### src/rtl/encoder_8_to_3_seq_if.sv
// rtl/encoder_8_to_3_seq_if.sv - load/emit handshake bundle for the sequential mask encoder
interface encoder_8_to_3_seq_if;
  logic       load;
  logic [7:0] load_mask;
  logic       load_ready;
  logic       out_valid;
  logic       out_ready;
  logic [2:0] out_index;
  logic       out_last;
  logic [7:0] pending;
  logic       done;

  modport master (
    output load, load_mask, out_ready,
    input  load_ready, out_valid, out_index, out_last, pending, done
  );

  modport slave (
    input  load, load_mask, out_ready,
    output load_ready, out_valid, out_index, out_last, pending, done
  );
endinterface

### src/rtl/encoder_8_to_3_seq.sv
// rtl/encoder_8_to_3_seq.sv - serialises an 8-bit request mask into 3-bit slot indices
module encoder_8_to_3_seq #(
  parameter bit RR_ENABLE = 1'b1
) (
  input  logic          clk,
  input  logic          rst,
  encoder_8_to_3_seq_if.slave bus
);

  typedef enum logic {IDLE, EMIT} state_e;

  state_e     state_q, state_d;
  logic [7:0] pending_q, pending_d;
  logic [2:0] ptr_q, ptr_d;
  logic [2:0] out_index_q, out_index_d;
  logic       out_valid_q, out_valid_d;
  logic       done_q, done_d;
  logic [7:0] remaining;

  // First set bit at or after start, wrapping 7->0; 0 when the mask is empty.
  function automatic logic [2:0] find_next(input logic [7:0] mask, input logic [2:0] start);
    logic [2:0] idx;
    logic       found;
    find_next = 3'd0;
    found     = 1'b0;
    for (int i = 0; i < 8; i++) begin
      idx = start + 3'(i);
      if (!found && mask[idx]) begin
        find_next = idx;
        found     = 1'b1;
      end
    end
  endfunction

  always_ff @(posedge clk) begin
    if (rst) begin
      state_q     <= IDLE;
      pending_q   <= 8'd0;
      ptr_q       <= 3'd0;
      out_index_q <= 3'd0;
      out_valid_q <= 1'b0;
      done_q      <= 1'b0;
    end else begin
      state_q     <= state_d;
      pending_q   <= pending_d;
      ptr_q       <= ptr_d;
      out_index_q <= out_index_d;
      out_valid_q <= out_valid_d;
      done_q      <= done_d;
    end
  end

  always_comb begin
    state_d     = state_q;
    pending_d   = pending_q;
    ptr_d       = ptr_q;
    out_index_d = out_index_q;
    out_valid_d = out_valid_q;
    done_d      = 1'b0;
    remaining   = pending_q & ~(8'd1 << out_index_q);

    case (state_q)
      IDLE: begin
        if (bus.load) begin
          if (bus.load_mask != 8'd0) begin
            pending_d   = bus.load_mask;
            out_index_d = find_next(bus.load_mask, ptr_q);
            out_valid_d = 1'b1;
            state_d     = EMIT;
          end else begin
            done_d = 1'b1;
          end
        end
      end
      EMIT: begin
        if (out_valid_q && bus.out_ready) begin
          pending_d = remaining;
          if (RR_ENABLE) ptr_d = out_index_q + 3'd1;
          if (remaining != 8'd0) begin
            out_index_d = find_next(remaining, out_index_q + 3'd1);
          end else begin
            out_valid_d = 1'b0;
            done_d      = 1'b1;
            state_d     = IDLE;
          end
        end
      end
      default: state_d = IDLE;
    endcase
  end

  // Single remaining bit <=> nonzero and clearing the lowest set bit leaves nothing.
  assign bus.out_last   = out_valid_q && (pending_q != 8'd0) &&
                          ((pending_q & (pending_q - 8'd1)) == 8'd0);
  assign bus.load_ready = (state_q == IDLE) && !rst;
  assign bus.out_valid  = out_valid_q;
  assign bus.out_index  = out_index_q;
  assign bus.pending    = pending_q;
  assign bus.done       = done_q;

endmodule
### src/flat_wrapper.sv
// flat-port wrapper written by rule: the top's interface ports become plain ports
module encoder_8_to_3_seq_flat 
#(
  parameter bit RR_ENABLE = 1'b1
)
  (clk, rst, bus_load, bus_load_mask, bus_out_ready, bus_load_ready, bus_out_valid, bus_out_index, bus_out_last, bus_pending, bus_done);
  encoder_8_to_3_seq_if bus_i ();
  input  logic clk;
  input  logic rst;
  input wire logic [$bits(bus_i.load)-1:0] bus_load;
  input wire logic [$bits(bus_i.load_mask)-1:0] bus_load_mask;
  input wire logic [$bits(bus_i.out_ready)-1:0] bus_out_ready;
  output wire logic [$bits(bus_i.load_ready)-1:0] bus_load_ready;
  output wire logic [$bits(bus_i.out_valid)-1:0] bus_out_valid;
  output wire logic [$bits(bus_i.out_index)-1:0] bus_out_index;
  output wire logic [$bits(bus_i.out_last)-1:0] bus_out_last;
  output wire logic [$bits(bus_i.pending)-1:0] bus_pending;
  output wire logic [$bits(bus_i.done)-1:0] bus_done;
  assign bus_i.load = bus_load;
  assign bus_i.load_mask = bus_load_mask;
  assign bus_i.out_ready = bus_out_ready;
  assign bus_load_ready = bus_i.load_ready;
  assign bus_out_valid = bus_i.out_valid;
  assign bus_out_index = bus_i.out_index;
  assign bus_out_last = bus_i.out_last;
  assign bus_pending = bus_i.pending;
  assign bus_done = bus_i.done;
  encoder_8_to_3_seq #(.RR_ENABLE(RR_ENABLE)) u_core (.clk(clk), .rst(rst), .bus(bus_i));
endmodule
### config.mk
export PLATFORM = sky130hd
export DESIGN_NAME = encoder_8_to_3_seq_flat
export DESIGN_NICKNAME = d
export VERILOG_FILES = /design/src/rtl/encoder_8_to_3_seq_if.sv /design/src/rtl/encoder_8_to_3_seq.sv /design/src/flat_wrapper.sv
export SDC_FILE = /design/constraint.sdc
export NUM_CORES = 1
export LEC_CHECK = 0
export ABC_AREA = 1
export BUFFER_PORTS_ARGS = -buffer_cell sky130_fd_sc_hd__buf_2
export CORE_ASPECT_RATIO = 0.75
export CORE_MARGIN = 4
export CORE_UTILIZATION = 40
export CTS_CLUSTER_DIAMETER = 150
export CTS_CLUSTER_SIZE = 16
export DETAILED_ROUTE_END_ITERATION = 12
export GPL_ROUTABILITY_DRIVEN = 0
export PLACE_DENSITY = 0.65
export SYNTH_ARGS = -nofsm -noshare
export SYNTH_HDL_FRONTEND = slang
export SYNTH_SLANG_ARGS = --single-unit
### constraint.sdc
create_clock -name clk -period 2.51 [get_ports clk]
set_clock_uncertainty 0.15 [all_clocks]
set_input_delay 0.502 -clock clk [delete_from_list [all_inputs] [get_ports clk]]
set_output_delay 0.502 -clock clk [all_outputs]
set_load 0.02 [all_outputs]
; After elaboration in Yosys (flattened, before gate mapping)
; Cells that the tools add are included.
[word_totals]
reg_bits = 17
in_bits = 12
elab_cells = 217
[op_classes]
add_sub_neg = 16
n_lt_le_gt_ge = 16
eq_ne = 5
shift = 1
n_mux = 128
n_bitwise = 4
reduce_logical = 41
[ops]
columns = op, count
row1 = 1-bit two-way mux, 84
row2 = 3-bit by 4-bit less-than comparator with 1-bit output (second input constant), 16
row3 = 3-bit two-way mux, 20
row4 = 1-bit binary-select mux with 3-bit select, 16
row5 = 3-bit adder (second input constant), 8
row6 = 8-bit two-way mux, 3
row7 = 8-bit nonzero test, 3
row8 = 1-bit logical AND, 18
row9 = 8-bit AND, 2
row10 = 8-bit one-hot mux with 2 select lines, 1
row11 = 1-bit zero test, 15
row12 = 3-bit by 2-bit adder with 3-bit output (second input constant), 4
row13 = 3-bit by 1-bit adder with 3-bit output (second input constant), 3
row14 = 8-bit zero test, 1
row15 = 2-bit inequality test (second input constant), 4
row16 = 8-bit inverter, 1
row17 = 4-bit AND reduction, 2
row18 = 1-bit by 3-bit << shifter with 8-bit output (first input constant), 1
row19 = 8-bit by 1-bit subtractor with 8-bit output (second input constant), 1
row20 = 1-bit one-hot mux with 2 select lines, 3
row21 = 3-bit one-hot mux with 2 select lines, 1
row22 = 3-bit AND reduction, 1
row23 = 2-bit by 1-bit inequality test with 1-bit output (second input constant), 1
row24 = 2-bit AND reduction, 1
row25 = 1-bit inverter, 1

; Longest topological paths before layout
; Gate-level depths: netlist (run 1).
[logic_depth]
word_depth = 51
mapped_depth = 19
depth_no_buf = 17

; Worst setup path before layout (run 1)
; Ideal clock, no wire load.
[synth_timing]
kind = flip-flop to flip-flop
from = reg u_core.out_index_q[0] (netlist: u_core.bus.out_index[0])
to = reg u_core.out_index_q[1] (netlist: u_core.bus.out_index[1])
arrival_ps = 2442
path_slack_ps = -200
path_stages_with_launch = 19
path_buffers = 2
synth_period_minus_slack_ps = 2710
path_cell_list = dfxtp_1 > inv_2 > buf_6 > ha_1 > buf_6 > inv_6 > nand2_2 > nand2_2 > nand3_1 > nand2_1 > nand2_1 > nand2_2 > nand3_4 > nor2_8 > nand3_1 > o21ai_0 > nor2_1 > nor2_1 > nor2_1
[synth_between]
elab_chain_len = 51
word_cells_on_any_way = 83
classes_between = 8 x add/sub / 1 x eq/ne / 1 x shift / 55 x mux / 2 x bitwise / 16 x reduce/logical
[synth_lines]
columns = element, line_no
row1 = "start, declared", encoder_8_to_3_seq.sv:15  ; logic [2:0] out_index_q, out_index_d;
row2 = "start signal, assigned", encoder_8_to_3_seq.sv:47  ; out_index_q <= out_index_d;
row3 = "parallel branches: the longest is 51 deep, another holds 3-bit by 1-bit adder with 3-bit output", -
; Parallel ways; which one is timed is not known. The select of a mux whose other input is x is not followed.
; A chain may end at the register's enable or synchronous reset.

; Worst setup path after layout (run 1)
; Same ends and word-level chain as after synthesis.

==> results.py, run 1 <==
metrics = {
    "final_layout": {
        "nets": 503,
        "fin_cells": 558,
        "ff_latch_area_um2": 350,
        "multi_input_area_um2": 2150,
        "diodes": 0,
        "final_common_cell": "nand2_1",
        "layout-drive-gt1-share_pct": 39.2,
        "fillers": 600,
        "final_cell_mix": "102 x nand2_1, 48 x nand3_1, 45 x buf_4, 30 x nor2_1, 29 x nand2_2",
        "area_growth_pct": 33.1,
    },
    "global_route": {
        "overflow": 0,
        "grt_pass1_vias": 2607,
        "grt_use_met3_pct": 2.29,
        "grt_use_met2_pct": 31.4,
        "grtUsageTotal_pct": 19.6,
        "grt_pass1_wl_mm": 12.4,
        "grt_max_degree": 17,
        "antenna_found_initial": 0,
        "grt_util_met1_pct": 29.1,
        "gr-max-usage-layer": "met2",
    },
    "floorplan": {
        "placementRows": 24,
        "die_h_um": 76.6,
        "io_pins": 27,
        "die-area_um2": 7620,
        "core_um2": 5950,
        "initial_core_util_pct": 42.2,
        "die_x_um": 99.4,
    },
    "timing": {
        "slew_viol_final": 0,
        "tightest_slew_ps": 433,
        "period_share_pct": 96.7,
        "rsz0062_at_grt": "yes",
        "relSlewSlack_pct": 71.1,
        "max_freq_ghz": 0.412,
        "setup_viol": 0,
        "min_period_ps": 2430,
        "hold_viol": 0,
        "whs_ps": 306,
    },
    "synthesis": {
        "ys_types": 46,
        "yosysWarningCount": 0,
        "synth_cells": 413,
        "synth-main-ff-cell": "dfxtp_1",
        "syn_nets": 435,
        "synthesis.area_um2": 2510,
        "synth-edff-count": 0,
        "syn_avg_cell_area_um2": 6.07,
        "synthArstFlopShare_pct": 0,
        "synth-seq-cells": 17,
        "yosysSeqAreaShare_pct": 13.6,
    },
    "cts": {
        "htreeDepth": 1,
        "cts_tree": "yes",
        "cts-buffers-inserted": 3,
        "clock-sinks": 17,
        "cts-root-buf": "clkbuf_8",
        "clk_pin_slew_worst_paths_ps": 70,
        "cts_hold_buffers": 0,
        "clockBufferDepth": 2,
        "clock_latency_ps": 250,
    },
    "setup_path": {
        "cp.arrival_ps": 2420,
        "r2r-start": "u_core.bus.out_index[0]",
        "critPathLaunch": "u_core.bus.out_index[0]",
        "crit_type": "register to register",
        "cp.required_ps": 2500,
        "worst_setup_path_end_kind": "register",
        "critPathLaunchType": "register",
        "crit_path_max_fanout": 5,
    },
    "route": {
        "wl_per_cell_um": 14.4,
        "postRouteAntennaNets": 0,
        "via_per_inst": 5.39,
        "drt_wl_total_mm": 8.01,
        "dr.pass1.iters": 4,
        "drcViolationCount": 0,
        "drt_iter0_markers": 221,
        "dr_total_vias": 3007,
    },
    "power": {
        "sequentialPowerShare_pct": 13.9,
        "leakage_nw": 1.62,
        "p_switching_w": 0.00125,
        "p_sw_share_pct": 51.4,
        "p_int_w": 0.00118,
        "pwr-share-comb_pct": 77.6,
        "clockPowerShare_pct": 8.5,
        "vdd_drop_max_mv": 0.237,
        "power_density_nw_per_um2": 729,
    },
    "job": {
        "cap_violations": 0,
    },
    "placed_design": {
        "dp_hpwl_mm": 6.10,
        "place_inst": 546,
        "numPortBuffers": 26,
    },
    "min_path": {
        "hold_path_class": "input port to register",
        "worstHoldStart": "rst",
    },
    "outcome": {
        "outcome": "complete, no violations",
    },
}
synthesized netlist by cell type, types with 2 or more instances:
| cell | n | share of area, % |
|---|---|---|
| xor2_1 | 3 | 1.0 |
| buf_4 | 4 | 1.2 |
| o21ai_1 | 5 | 1.0 |
| o211ai_1 | 2 | 0.60 |
| nand2_4 | 5 | 2.2 |
| nand4_1 | 5 | 1.2 |
| a31oi_1 | 9 | 2.2 |
| xnor2_1 | 2 | 0.70 |
| nor2_4 | 2 | 0.90 |
| dfxtp_1 | 17 | 14 |
| inv_2 | 10 | 1.5 |
| nand3b_1 | 2 | 0.60 |
| nor2_1 | 34 | 5.1 |
| nand2_1 | 116 | 17 |
| nand2_2 | 18 | 4.5 |
| ha_1 | 10 | 5.0 |
| inv_1 | 29 | 4.3 |
| nand3_2 | 14 | 5.6 |
| o22ai_1 | 2 | 0.50 |
| clkbuf_1 | 2 | 0.30 |
| nor2_8 | 2 | 1.6 |
| buf_6 | 3 | 1.3 |
| o21ai_0 | 21 | 4.2 |
| nand3_1 | 62 | 12 |
| a21oi_1 | 13 | 2.6 |
power by group through the flow:
| stage | Combinational (W) | Sequential, W | Clock (W) |
|---|---|---|---|
| 6_report | 0.00189 | 0.000339 | 0.000207 |
| 4_1_cts | 0.00154 | 0.000332 | 0.000206 |
| 3_3_place_gp | 0.00150 | 0.000335 | 0 |
| 3_5_place_dp | 0.00151 | 0.000337 | 0 |
| 5_1_grt | 0.00206 | 0.000343 | 0.000222 |
| 2_1_floorplan | 0.00101 | 0.000365 | 0 |
area by class of cell:
| type | count | share of cell area, % |
|---|---|---|
| tap | 78 | 2.92 |
| multi-input combinational | 343 | 64.3 |
| sequential | 17 | 10.5 |
| clock buffer | 4 | 1.35 |
| inverter | 41 | 5.13 |
| timing repair buffer | 75 | 15.8 |
through the flow:
step	utilization, %	total power, W	setup WS, ps	area, um^2	setup TNS (ps)
after global placement	49.7	0.00183	-124	2950	-298
after global routing	56.2	0.00262	-62.3	3340	-190
after floorplan	-	0.00138	5.11	2520	0
final	56.2	0.00244	83.8	3340	0
after CTS	51.1	0.00208	0.323	3040	0
after detailed placement	49.7	0.00184	-179	2950	-464
repair_timing:
action | 4_1_cts | 5_1_grt
gates cloned | 0 | 0
pin swaps | 1 | 30
setup buffers | 2 | 6
setup endpoints to repair | 3 | 4
endpoints found under the hold margin | 0 | 0
gates resized for setup | 3 | 67
final timing paths:
path | endpoint | slack, ps | cells after the start
setup / recovery | u_core.bus.out_index[1] | 80 | 15
setup reg to reg | u_core.bus.out_index[1] | 80 | 15
hold reg to reg | u_core.bus.out_valid | 380 | 2
hold / removal | u_core.state_q | 310 | 2
cell families after synthesis:
logic type	Yosys count	share of synthesized area, %
fa+ha+maj	11	5.39
simple gates	266	54.0
compound gates	60	14.3
xor+xnor	6	2.39
buf+inv	53	10.4
flops	17	13.6
sequential cells by signal (all words and copies together) (netlist names):
register / cells
u_core.ptr_q: 3
u_core.bus.out_index: 3
u_core.state_q: 1
u_core.bus.done: 1
u_core.bus.pending: 8
u_core.bus.out_valid: 1
routing by layer:
| metal | up-vias | routed length, um | share of wire [%] |
|---|---|---|---|
| li1 | 1517 | - | - |
| met1 | 1402 | 3760 | 47 |
| met2 | 82 | 3740 | 47 |
| met3 | 6 | 478 | 6.0 |
| met4 | 0 | 39 | 0.49 |
| met5 | - | 0 | 0 |
critical path, cell delays in order (launching register included):
cell and delay (ps):
dfxtp_4 380, ha_4 170, buf_4 120, ha_1 180
nor2_2 160, nand2_2 100, nand3_4 80, nand2_2 70
buf_4 130, buf_4 130, a21oi_2 190, nand3_2 110
o21ai_1 140, nor2_1 60, nor2_1 100, nor2_1 40
Power figures use the tool's default switching activity.
==> run 2, diff against run 1 <==
--- a/config.mk
+++ b/config.mk
@@ -9,12 +9,13 @@
 export BUFFER_PORTS_ARGS = -buffer_cell sky130_fd_sc_hd__buf_2
 export CORE_ASPECT_RATIO = 0.75
 export CORE_MARGIN = 4
-export CORE_UTILIZATION = 40
+export CORE_UTILIZATION = 54
 export CTS_CLUSTER_DIAMETER = 150
 export CTS_CLUSTER_SIZE = 16
 export DETAILED_ROUTE_END_ITERATION = 12
 export GPL_ROUTABILITY_DRIVEN = 0
-export PLACE_DENSITY = 0.65
+export PLACE_DENSITY = 0.82
+export SLEW_MARGIN = 25
 export SYNTH_ARGS = -nofsm -noshare
 export SYNTH_HDL_FRONTEND = slang
 export SYNTH_SLANG_ARGS = --single-unit
==> run 2 against run 1 <==
Against the previous run:
- the run now ends with setup timing left
- critical path depth increased by 1
- cell area decreased by 2.7%
- critical endpoint is now u_core.bus.out_index[2]
- sequential power about the same
- flip-flop and latch count unchanged
- utilization increased by 17 points
- via count increased by 4.4%
==> results.py, run 2 (synthesized netlist as in run 1, its figures left out) <==
metrics = {
    "outcome": {
        "outcome": "complete, but fails checks",
        "violations": "setup timing",
    },
    "final_layout": {
        "final_common_cell": "nand2_1",
        "fin_cells": 524,
        "largest_register_ffs": 8,
        "fillers": 328,
        "ff_latch_area_um2": 354,
        "diodes": 0,
        "area_growth_pct": 29.5,
        "multi_input_area_um2": 2190,
        "layout-drive-gt1-share_pct": 38.5,
        "nets": 490,
        "utilization_pct": 72.7,
        "final_cell_mix": "109 x nand2_1, 45 x nand3_1, 34 x buf_4, 29 x nand3_2, 26 x nor2_1",
        "finish.instance_area_um2": 3250,
    },
    "setup_path": {
        "cp.required_ps": 2510,
        "crit_type": "register to register",
        "worst_setup_path_end_kind": "register",
        "critPathTopFamily": "simple AND/OR/NAND/NOR gates",
        "cp.arrival_ps": 2520,
        "reg2regPathDepth": 16,
        "slowest_delay_ps": 370,
        "r2r-start": "u_core.bus.out_index[0]",
        "critPathLaunch": "u_core.bus.out_index[0]",
        "cp.depth": 16,
        "critPathLaunchType": "register",
        "crit_path_top_delay_cell": "dfxtp_4",
        "worst-path-buf-inv": 2,
        "crit_chain": "ha_4, ha_4, inv_2, or2_1, nand2_2, inv_2, nand3_2, nand2_4, nand3_4, nor2_2, nand2_1, nand2_1, nor2_2, nand3_2, nand2_2, a21oi_2",
        "crit_path_max_fanout": 5,
    },
    "cts": {
        "clock_latency_ps": 260,
        "htreeDepth": 1,
        "clockBufferDepth": 2,
        "cts-buffers-inserted": 3,
        "cts-root-buf": "clkbuf_8",
        "cts_tree": "yes",
        "clk_pin_slew_worst_paths_ps": 70,
        "cts_hold_buffers": 0,
        "clock-sinks": 17,
    },
    "min_path": {
        "worstHoldPathCells": 2,
        "hold_path_class": "input port to register",
        "worstHoldStart": "rst",
    },
    "timing": {
        "relSlewSlack_pct": 70.7,
        "setup_viol": 1,
        "slew_viol_final": 0,
        "final.setup.worst_slack_ps": -8.40,
        "min_period_ps": 2520,
        "period_share_pct": 100,
        "rsz0062_at_grt": "yes",
        "max_freq_ghz": 0.397,
        "finalSetupTns_ps": -8.40,
        "tightest_slew_ps": 439,
        "hold_viol": 0,
    },
    "placed_design": {
        "dp_hpwl_mm": 5.78,
        "place_inst": 514,
        "placed_area_um2": 2850,
        "numPortBuffers": 26,
    },
    "route": {
        "drt_wl_total_mm": 8.40,
        "via_per_inst": 5.99,
        "dr.pass1.iters": 5,
        "drt_iter0_markers": 324,
        "wl_per_cell_um": 16.0,
        "drcViolationCount": 0,
        "postRouteAntennaNets": 0,
        "dr_total_vias": 3139,
    },
    "power": {
        "leakage_nw": 1.58,
        "p_total_w": 0.00243,
        "vdd_drop_max_mv": 0.429,
        "power_density_nw_per_um2": 748,
    },
    "floorplan": {
        "initial_core_util_pct": 56.2,
        "die_x_um": 86.7,
        "io_pins": 27,
        "die-area_um2": 5810,
        "placementRows": 21,
        "die_h_um": 67.0,
        "core_um2": 4470,
    },
    "global_route": {
        "grtUsageTotal_pct": 27.7,
        "grt_pass1_vias": 2831,
        "antenna_found_initial": 0,
        "grt_pass1_wl_mm": 12.8,
        "grt_max_degree": 17,
        "overflow": 0,
    },
    "job": {
        "cap_violations": 0,
    },
}
## run 2: cell types whose count changed in the layout (fill, tap and decap cells not counted), sizes merged
cell	previous run	this run
buf	75	62
clkbuf	4	3
clkinv	0	1
## run 2: worst paths after layout
| check | slack, ps | endpoint |
|---|---|---|
| hold reg to reg | 410 | u_core.bus.out_valid |
| hold / removal | 300 | u_core.state_q |
| setup reg to reg | -8 | u_core.bus.out_index[2] |
| setup / recovery | -8 | u_core.bus.out_index[2] |
## run 2: per-stage QoR
step,hold WS (ps),setup WS [ps]
after global routing,316,-126
final,299,-8.40
after CTS,303,6.68
after detailed placement,389,-70.1
after global placement,369,-0.753
after floorplan,380,5.11
## run 2: layer usage
layer | vias up | wire length, um | global-route usage (%)
li1 | 1489 | - | -
met1 | 1432 | 3450 | 37.3
met2 | 177 | 3840 | 45.5
met3 | 41 | 834 | 5.56
met4 | 0 | 276 | 5.84
met5 | - | 0 | 0
## run 2: timing repair
| item | 4_1_cts | 5_1_grt |
|---|---|---|
| setup buffers | 0 | 6 |
| pin swaps | 2 | 22 |
| resized for setup | 10 | 64 |
| endpoints found under the setup margin | 4 | 4 |
## run 2: layout make-up
type,count,area share (%)
Sequential cell,17,10.9
Inverter,41,5.04
Multi-Input combinational cell,343,67.3
Clock inverter,1,0.154
Timing Repair Buffer,62,13.1
Tap cell,57,2.19
Clock buffer,3,1.27
## run 2: power by group
group / internal [W] / switching (W)
registers: 0.000298 / 0.0000404
clock network: 0.000111 / 0.000104
logic: 0.000709 / 0.00117
total: 0.00112 / 0.00131
